## src/rtl/vga_stream_gen_if.sv

```systemverilog
// Pixel request bus between the VGA timing pipeline (master) and a fixed-latency framebuffer (slave).
interface vga_stream_gen_if #(
    parameter int X_W    = 11,
    parameter int Y_W    = 10,
    parameter int DATA_W = 12
);
    logic              PIX_REQ;
    logic [X_W-1:0]    PIX_X;
    logic [Y_W-1:0]    PIX_Y;
    logic [DATA_W-1:0] PIX_DATA;

    modport master (output PIX_REQ, PIX_X, PIX_Y, input PIX_DATA);
    modport slave  (input PIX_REQ, PIX_X, PIX_Y, output PIX_DATA);
endinterface

```

## src/rtl/vga_stream_gen.sv

```systemverilog
// Parametrised VGA timing generator with framebuffer request port, latency-matched sync/blank
// pipeline and a built-in pattern source (solid, colour bars, checkerboard).
module vga_stream_gen #(
    parameter int   H_VISIBLE      = 800,
    parameter int   H_FRONT_PORCH  = 56,
    parameter int   H_SYNC_PULSE   = 120,
    parameter int   H_BACK_PORCH   = 64,
    parameter int   V_VISIBLE      = 600,
    parameter int   V_FRONT_PORCH  = 37,
    parameter int   V_SYNC_PULSE   = 6,
    parameter int   V_BACK_PORCH   = 23,
    parameter logic HSYNC_POLARITY = 1'b0,
    parameter logic VSYNC_POLARITY = 1'b0,
    parameter int   COLOR_BITS     = 4,
    parameter int   READ_LATENCY   = 2,
    parameter int   CHECK_LOG2     = 5
) (
    input  logic                    VGA_CLK,
    input  logic                    VGA_RST_N,
    input  logic [1:0]              MODE,
    input  logic [3*COLOR_BITS-1:0] SOLID_RGB,
    vga_stream_gen_if.master        pix,
    output logic [COLOR_BITS-1:0]   VGA_R,
    output logic [COLOR_BITS-1:0]   VGA_G,
    output logic [COLOR_BITS-1:0]   VGA_B,
    output logic                    VGA_HS,
    output logic                    VGA_VS,
    output logic                    FRAME_START,
    output logic                    LINE_START
);
    localparam int H_TOTAL = H_VISIBLE + H_FRONT_PORCH + H_SYNC_PULSE + H_BACK_PORCH;
    localparam int V_TOTAL = V_VISIBLE + V_FRONT_PORCH + V_SYNC_PULSE + V_BACK_PORCH;
    localparam int HW      = $clog2(H_TOTAL);
    localparam int VW      = $clog2(V_TOTAL);
    localparam int CB      = COLOR_BITS;

    localparam logic [HW-1:0] H_LAST = HW'(H_TOTAL - 1);
    localparam logic [VW-1:0] V_LAST = VW'(V_TOTAL - 1);
    localparam logic [31:0] H_VIS_END  = 32'(H_VISIBLE);
    localparam logic [31:0] H_SYNC_BEG = 32'(H_VISIBLE + H_FRONT_PORCH);
    localparam logic [31:0] H_SYNC_END = 32'(H_VISIBLE + H_FRONT_PORCH + H_SYNC_PULSE);
    localparam logic [31:0] V_VIS_END  = 32'(V_VISIBLE);
    localparam logic [31:0] V_SYNC_BEG = 32'(V_VISIBLE + V_FRONT_PORCH);
    localparam logic [31:0] V_SYNC_END = 32'(V_VISIBLE + V_FRONT_PORCH + V_SYNC_PULSE);

    // Bars are tracked with a per-line sub-counter so no divider is needed.
    localparam int BAR_W = (H_VISIBLE >= 8) ? H_VISIBLE / 8 : 1;
    localparam int BW    = (BAR_W > 1) ? $clog2(BAR_W) : 1;
    localparam logic [BW-1:0] BAR_SUB_LAST = BW'(BAR_W - 1);

    typedef struct packed {
        logic       hs;
        logic       vs;
        logic       vis;
        logic       hc;
        logic       vc;
        logic [2:0] bar;
        logic       h0;
        logic       v0;
        logic [1:0] mode;
    } tap_t;

    logic [HW-1:0] h;
    logic [VW-1:0] v;
    logic [BW-1:0] bar_sub;
    logic [2:0]    bar_idx;
    logic [1:0]    mode_latched;
    logic [31:0]   h_ext;
    logic [31:0]   v_ext;
    tap_t          stage0;
    tap_t          dly [READ_LATENCY];
    tap_t          last;
    logic [2:0]    bar_bits;
    logic [3*CB-1:0] color;

    assign h_ext = 32'(h);
    assign v_ext = 32'(v);
    assign last  = dly[READ_LATENCY-1];

    assign pix.PIX_X   = h;
    assign pix.PIX_Y   = v;
    assign pix.PIX_REQ = VGA_RST_N && stage0.vis && (mode_latched == 2'd0);

    always_ff @(posedge VGA_CLK) begin
        if (!VGA_RST_N) begin
            h            <= '0;
            v            <= '0;
            bar_sub      <= '0;
            bar_idx      <= '0;
            mode_latched <= MODE;
        end else if (h == H_LAST) begin
            h       <= '0;
            bar_sub <= '0;
            bar_idx <= '0;
            if (v == V_LAST) begin
                v            <= '0;
                mode_latched <= MODE;
            end else begin
                v <= v + 1'b1;
            end
        end else begin
            h <= h + 1'b1;
            if (bar_sub == BAR_SUB_LAST) begin
                bar_sub <= '0;
                if (bar_idx != 3'd7) begin
                    bar_idx <= bar_idx + 3'd1;
                end
            end else begin
                bar_sub <= bar_sub + 1'b1;
            end
        end
    end

    always_comb begin
        stage0      = '0;
        stage0.hs   = (h_ext >= H_SYNC_BEG) && (h_ext < H_SYNC_END);
        stage0.vs   = (v_ext >= V_SYNC_BEG) && (v_ext < V_SYNC_END);
        stage0.vis  = (h_ext < H_VIS_END) && (v_ext < V_VIS_END);
        stage0.hc   = h[CHECK_LOG2];
        stage0.vc   = v[CHECK_LOG2];
        stage0.bar  = bar_idx;
        stage0.h0   = (h == '0);
        stage0.v0   = (v == '0);
        stage0.mode = mode_latched;
    end

    // The mode travels with each pixel so a frame boundary never mixes two patterns.
    always_ff @(posedge VGA_CLK) begin
        if (!VGA_RST_N) begin
            for (int i = 0; i < READ_LATENCY; i++) begin
                dly[i] <= '0;
            end
        end else begin
            dly[0] <= stage0;
            for (int i = 1; i < READ_LATENCY; i++) begin
                dly[i] <= dly[i-1];
            end
        end
    end

    always_comb begin
        color    = '0;
        bar_bits = 3'b000;
        case (last.bar)
            3'd0:    bar_bits = 3'b111;
            3'd1:    bar_bits = 3'b110;
            3'd2:    bar_bits = 3'b011;
            3'd3:    bar_bits = 3'b010;
            3'd4:    bar_bits = 3'b101;
            3'd5:    bar_bits = 3'b100;
            3'd6:    bar_bits = 3'b001;
            default: bar_bits = 3'b000;
        endcase
        if (last.vis) begin
            case (last.mode)
                2'd0:    color = pix.PIX_DATA;
                2'd1:    color = SOLID_RGB;
                2'd2:    color = {{CB{bar_bits[2]}}, {CB{bar_bits[1]}}, {CB{bar_bits[0]}}};
                default: color = (last.hc ^ last.vc) ? '1 : '0;
            endcase
        end
    end

    always_ff @(posedge VGA_CLK) begin
        if (!VGA_RST_N) begin
            VGA_R       <= '0;
            VGA_G       <= '0;
            VGA_B       <= '0;
            VGA_HS      <= ~HSYNC_POLARITY;
            VGA_VS      <= ~VSYNC_POLARITY;
            FRAME_START <= 1'b0;
            LINE_START  <= 1'b0;
        end else begin
            VGA_R       <= color[3*CB-1 -: CB];
            VGA_G       <= color[2*CB-1 -: CB];
            VGA_B       <= color[CB-1:0];
            VGA_HS      <= last.hs ? HSYNC_POLARITY : ~HSYNC_POLARITY;
            VGA_VS      <= last.vs ? VSYNC_POLARITY : ~VSYNC_POLARITY;
            FRAME_START <= last.h0 && last.v0;
            LINE_START  <= last.h0;
        end
    end
endmodule
```

## src/flat_wrapper.sv

```systemverilog
// flat-port wrapper written by rule: the top's interface ports become plain ports
module vga_stream_gen_flat 
#(
    parameter int   H_VISIBLE      = 800,
    parameter int   H_FRONT_PORCH  = 56,
    parameter int   H_SYNC_PULSE   = 120,
    parameter int   H_BACK_PORCH   = 64,
    parameter int   V_VISIBLE      = 600,
    parameter int   V_FRONT_PORCH  = 37,
    parameter int   V_SYNC_PULSE   = 6,
    parameter int   V_BACK_PORCH   = 23,
    parameter logic HSYNC_POLARITY = 1'b0,
    parameter logic VSYNC_POLARITY = 1'b0,
    parameter int   COLOR_BITS     = 4,
    parameter int   READ_LATENCY   = 2,
    parameter int   CHECK_LOG2     = 5
)
  (VGA_CLK, VGA_RST_N, MODE, SOLID_RGB, VGA_R, VGA_G, VGA_B, VGA_HS, VGA_VS, FRAME_START, LINE_START, pix_PIX_REQ, pix_PIX_X, pix_PIX_Y, pix_PIX_DATA);
  vga_stream_gen_if pix_i ();
  input  logic VGA_CLK;
  input  logic VGA_RST_N;
  input  logic [1:0] MODE;
  input  logic [3*COLOR_BITS-1:0] SOLID_RGB;
  output logic [COLOR_BITS-1:0] VGA_R;
  output logic [COLOR_BITS-1:0] VGA_G;
  output logic [COLOR_BITS-1:0] VGA_B;
  output logic VGA_HS;
  output logic VGA_VS;
  output logic FRAME_START;
  output logic LINE_START;
  output wire logic [$bits(pix_i.PIX_REQ)-1:0] pix_PIX_REQ;
  output wire logic [$bits(pix_i.PIX_X)-1:0] pix_PIX_X;
  output wire logic [$bits(pix_i.PIX_Y)-1:0] pix_PIX_Y;
  input wire logic [$bits(pix_i.PIX_DATA)-1:0] pix_PIX_DATA;
  assign pix_PIX_REQ = pix_i.PIX_REQ;
  assign pix_PIX_X = pix_i.PIX_X;
  assign pix_PIX_Y = pix_i.PIX_Y;
  assign pix_i.PIX_DATA = pix_PIX_DATA;
  vga_stream_gen #(.H_VISIBLE(H_VISIBLE), .H_FRONT_PORCH(H_FRONT_PORCH), .H_SYNC_PULSE(H_SYNC_PULSE), .H_BACK_PORCH(H_BACK_PORCH), .V_VISIBLE(V_VISIBLE), .V_FRONT_PORCH(V_FRONT_PORCH), .V_SYNC_PULSE(V_SYNC_PULSE), .V_BACK_PORCH(V_BACK_PORCH), .HSYNC_POLARITY(HSYNC_POLARITY), .VSYNC_POLARITY(VSYNC_POLARITY), .COLOR_BITS(COLOR_BITS), .READ_LATENCY(READ_LATENCY), .CHECK_LOG2(CHECK_LOG2)) u_core (.VGA_CLK(VGA_CLK), .VGA_RST_N(VGA_RST_N), .MODE(MODE), .SOLID_RGB(SOLID_RGB), .pix(pix_i), .VGA_R(VGA_R), .VGA_G(VGA_G), .VGA_B(VGA_B), .VGA_HS(VGA_HS), .VGA_VS(VGA_VS), .FRAME_START(FRAME_START), .LINE_START(LINE_START));
endmodule
```

## config.mk

```make
export PLATFORM = sky130hd
export DESIGN_NAME = vga_stream_gen_flat
export DESIGN_NICKNAME = d
export VERILOG_FILES = /design/src/rtl/vga_stream_gen_if.sv /design/src/rtl/vga_stream_gen.sv /design/src/flat_wrapper.sv
export SDC_FILE = /design/constraint.sdc
export NUM_CORES = 1
export LEC_CHECK = 0
export CAP_MARGIN = 20
export CORE_UTILIZATION = 35
export CTS_BUF_LIST = sky130_fd_sc_hd__clkbuf_16
export DETAILED_ROUTE_END_ITERATION = 6
export SYNTH_ARGS = -nofsm -noshare
export SYNTH_HDL_FRONTEND = slang
export SYNTH_SLANG_ARGS = --single-unit
```

## constraint.sdc

```tcl
create_clock -name VGA_CLK -period 2.35 [get_ports VGA_CLK]
set_input_delay 0.5875 -clock VGA_CLK [delete_from_list [all_inputs] [get_ports VGA_CLK]]
set_output_delay 0.5875 -clock VGA_CLK [all_outputs]
set_load 0.1 [all_outputs]
```

==> results.toml <==
[floorplan]
rows = 32
core_area_um2 = 7888
die_w_um = 93.27
die_h_um = 93.27
dieArea_um2 = 8698
num_io_pins = 66
initial_core_util_pct = 36.96

[cts]
clock_sinks = 73
cts_htree_levels = 3
root_buffer = "clkbuf_16"
clkLatencyLatePin_ns = 0.33
cts_buffer_depth = 2
tritoncts = "done"
clkTransAtPathRegs_ns = 0.06
cts_buffers = 9
cts_setup_buffers = 0

[yosys]
yosys_register_bits = 73
synthAdderAreaFrac_pct = 3.433
synth.area.mux_share_pct = 4.807
ys_seq_area_share_pct = 50.82
synth-compound-area-share_pct = 10.09
synth_top_family_by_area = "simple AND/OR/NAND/NOR gates"
synth_top_area_cell = "dfxtp_1"
synth.top_cell.area_share_pct = 48.76
synth_area_leaders = "dfxtp_1 49%, nor2_1 5.0%, mux2i_1 4.8%"
yosys_warnings = 0
synth_nets = 338
synth.cell_area_um2 = 2915
ys_types = 40
syn_area_per_cell_um2 = 9.653
syn_inst = 302
synthSimpleGateAreaFrac_pct = 22.27
synthXorXnorAreaFrac_pct = 4.807

[sta]
layout_setup_ws_ns = 0.08917
fin_skew_ns = 0.004326
setup_viol = 0
fmax_mhz = 442.3
rsz0062_at_grt = "false"
post-route-period-util_pct = 96.21
hold_viol_final = 0
tns_ns = 0
slew_viol_final = 0
min_period_ns = 2.261
slew-limit-headroom_pct = 64.61
worstMarginPinSlew_ns = 0.5297

[final_layout]
syn_to_final_growth_pct = 34.55
drive_gt1_share_pct = 23.14
fillers = 768
layout.nets = 407
diodes = 0

[worst_setup_path]
crit_start = "u_core.pix.PIX_X[7]"
r2r_slack_ns = 0.40
cp-start-kind = "flip-flop"
crit_path_end = "pix_PIX_REQ"
r2r-end = "u_core.pix.PIX_Y[9]"
endpoint_kind = "output port"
cp_max_fo = 8
cp.required_ns = 1.76
worstPathArrival_ns = 1.67
r2r-start = "u_core.pix.PIX_X[0]"
ff2ff_path_depth = 5
critical_path_class = "reg -> out"

[global_route]
grt_first_pass_wirelength_mm = 9.280
grt_usage_pct = 13.72
grt_pass1_vias = 2087
antenna_found_initial = 0
gr-total-overflow = 0
grt_max_degree = 34

[power_and_ir_drop]
power_w = 0.002814
power_leakage_nw = 1.585
power_density_nw_per_um2 = 717.4
ir_worst_vdd_mv = 0.3486

[min_path]
hp-class = "reg -> reg"
min_from = "u_core.dly[0][22]"

[placement]
portBuffers = 65
dp_worst_setup_slack_ns = -0.2805
place_congestion = 0.7521
place_hpwl_mm = 4.067

[run]
cap_violations = 0

[run_status]
status = "finished clean"

[detailed_routing]
via_per_inst = 4.749
avgRoutedWirePerCell_um = 11.76
route.detailed.drc = 0
ant_nets = 0
drtIter0Drc = 31
wirelength_mm = 5.623
firstDrtPassIters = 4
vias = 2270
==> how the worst min path moves through the flow <==
| stage | end | slack (ns) | depth (start not counted) |
|---|---|---|---|
| after floorplan | u_core.VGA_HS | 0.35 | 1 |
| after global placement | u_core.VGA_VS | 0.36 | 1 |
| after detailed placement | u_core.VGA_VS | 0.36 | 1 |
| after CTS | u_core.VGA_VS | 0.37 | 1 |
| after global routing | u_core.VGA_VS | 0.40 | 1 |
| final | u_core.VGA_VS | 0.37 | 1 |
==> flip-flops by register name, summed over array words and instances (netlist names) <==
signal	flops
u_core.pix.PIX_X	11
u_core.mode_latched	2
u_core.VGA_B	4
u_core.LINE_START	1
u_core.VGA_VS	1
u_core.bar_idx	3
u_core.FRAME_START	1
u_core.pix.PIX_Y	10
u_core.VGA_R	4
u_core.dly	24
u_core.bar_sub	7
u_core.VGA_HS	1
u_core.VGA_G	4
==> worst max-delay path, stage by stage (launching register included) <==
cell      delay (ns)
dfxtp_4         0.37
nor3_2          0.17
nor2_1          0.08
a211oi_2        0.26
nor3b_4         0.26
buf_12          0.20
==> final cells by class <==
class | instances | area [um2] | area share [%]
well taps | 102 | 127.6 | 3.254
repair buffers | 71 | 611.8 | 15.60
flip-flops and latches | 73 | 1508 | 38.44
clock inverters | 7 | 61.31 | 1.563
clock buffers | 9 | 225.2 | 5.742
inverters | 10 | 37.54 | 0.9569
multi-input cells | 206 | 1351 | 34.45
==> layer usage <==
metal	wire, um	track usage [%]	share of wire (%)
met3	456	3.821	8.1
met4	116	8.462	2.1
met1	2523	15.76	45
met5	0	0	0
met2	2527	22.55	45
==> per-stage QoR <==
step / utilization [%] / instances / instance area, um2 / hold WS, ns
finish: 49.73 / 478 / 3923 / 0.3721
global placement: 46.02 / 462 / 3630 / 0.3563
detailed placement: 46.02 / 462 / 3630 / 0.3601
floorplan: - / 302 / 2975 / 0.3517
CTS: 49.70 / 478 / 3920 / 0.3748
global route: 49.73 / 478 / 3923 / 0.4027
==> report_power, final <==
group	internal [W]	leakage [nW]	switching [W]	total, W
Clock	0.000809	0.144	0.000477	0.00129
Sequential	0.00127	0.604	0.0000169	0.00129
Combinational	0.0000926	0.837	0.000150	0.000243
Total	0.00217	1.58	0.000645	0.00281
==> cells in the mapped netlist (all sizes together) <==
master and instances:
a21oi 13, a31o 2, a32oi 1, nand2 16, edfxtp 2, o21bai 1, nor2 39, nor2b 2
o21a 13, a211oi 2, xor2 9, or4b 1, nand2b 2, nor4 1, nand4 5, and2 22
ha 8, inv 10, xnor2 7, nand3 10, o221a 1, or3 7, nor3b 2, and4 4
clkbuf 6, and3 5, dfxtp 71, nor3 5, o31ai 1, buf 7, mux2i 14, or4 1
o21ai 12
==> layout by cell type (no fill, tap or decap), drive strengths merged, types with 4 or more instances in the layout <==
cell type / instances
dfxtp: 71
clkdlybuf4s50: 26
nand2: 16
mux2i: 14
nand3: 10
and3: 5
and2: 22
clkbuf: 9
nor2: 39
nand4: 5
o21ai: 12
clkinv: 6
nor3: 5
a21oi: 13
ha: 8
inv: 10
xor2: 9
o21a: 13
or3: 7
xnor2: 7
buf: 44
and4: 4
==> kinds of logic (layout without fill, tap and decap cells) <==
kind of cell	Yosys count	in the layout
adders and majority gates	8	8
DFF	73	73
buffers and inverters	23	97
AOI/OAI and AO/OA	46	46
and+or+nand+nor	122	122
muxes	14	14
xor gates and xnor gates	16	16
==> repair_timing <==
action / CTS / global route
gates resized for setup: 2 / 1
setup endpoints to repair: 1 / 1
pin swaps: 1 / 0
hold buffers: 0 / 0
Note: power is estimated with default switching activity, not from simulation.
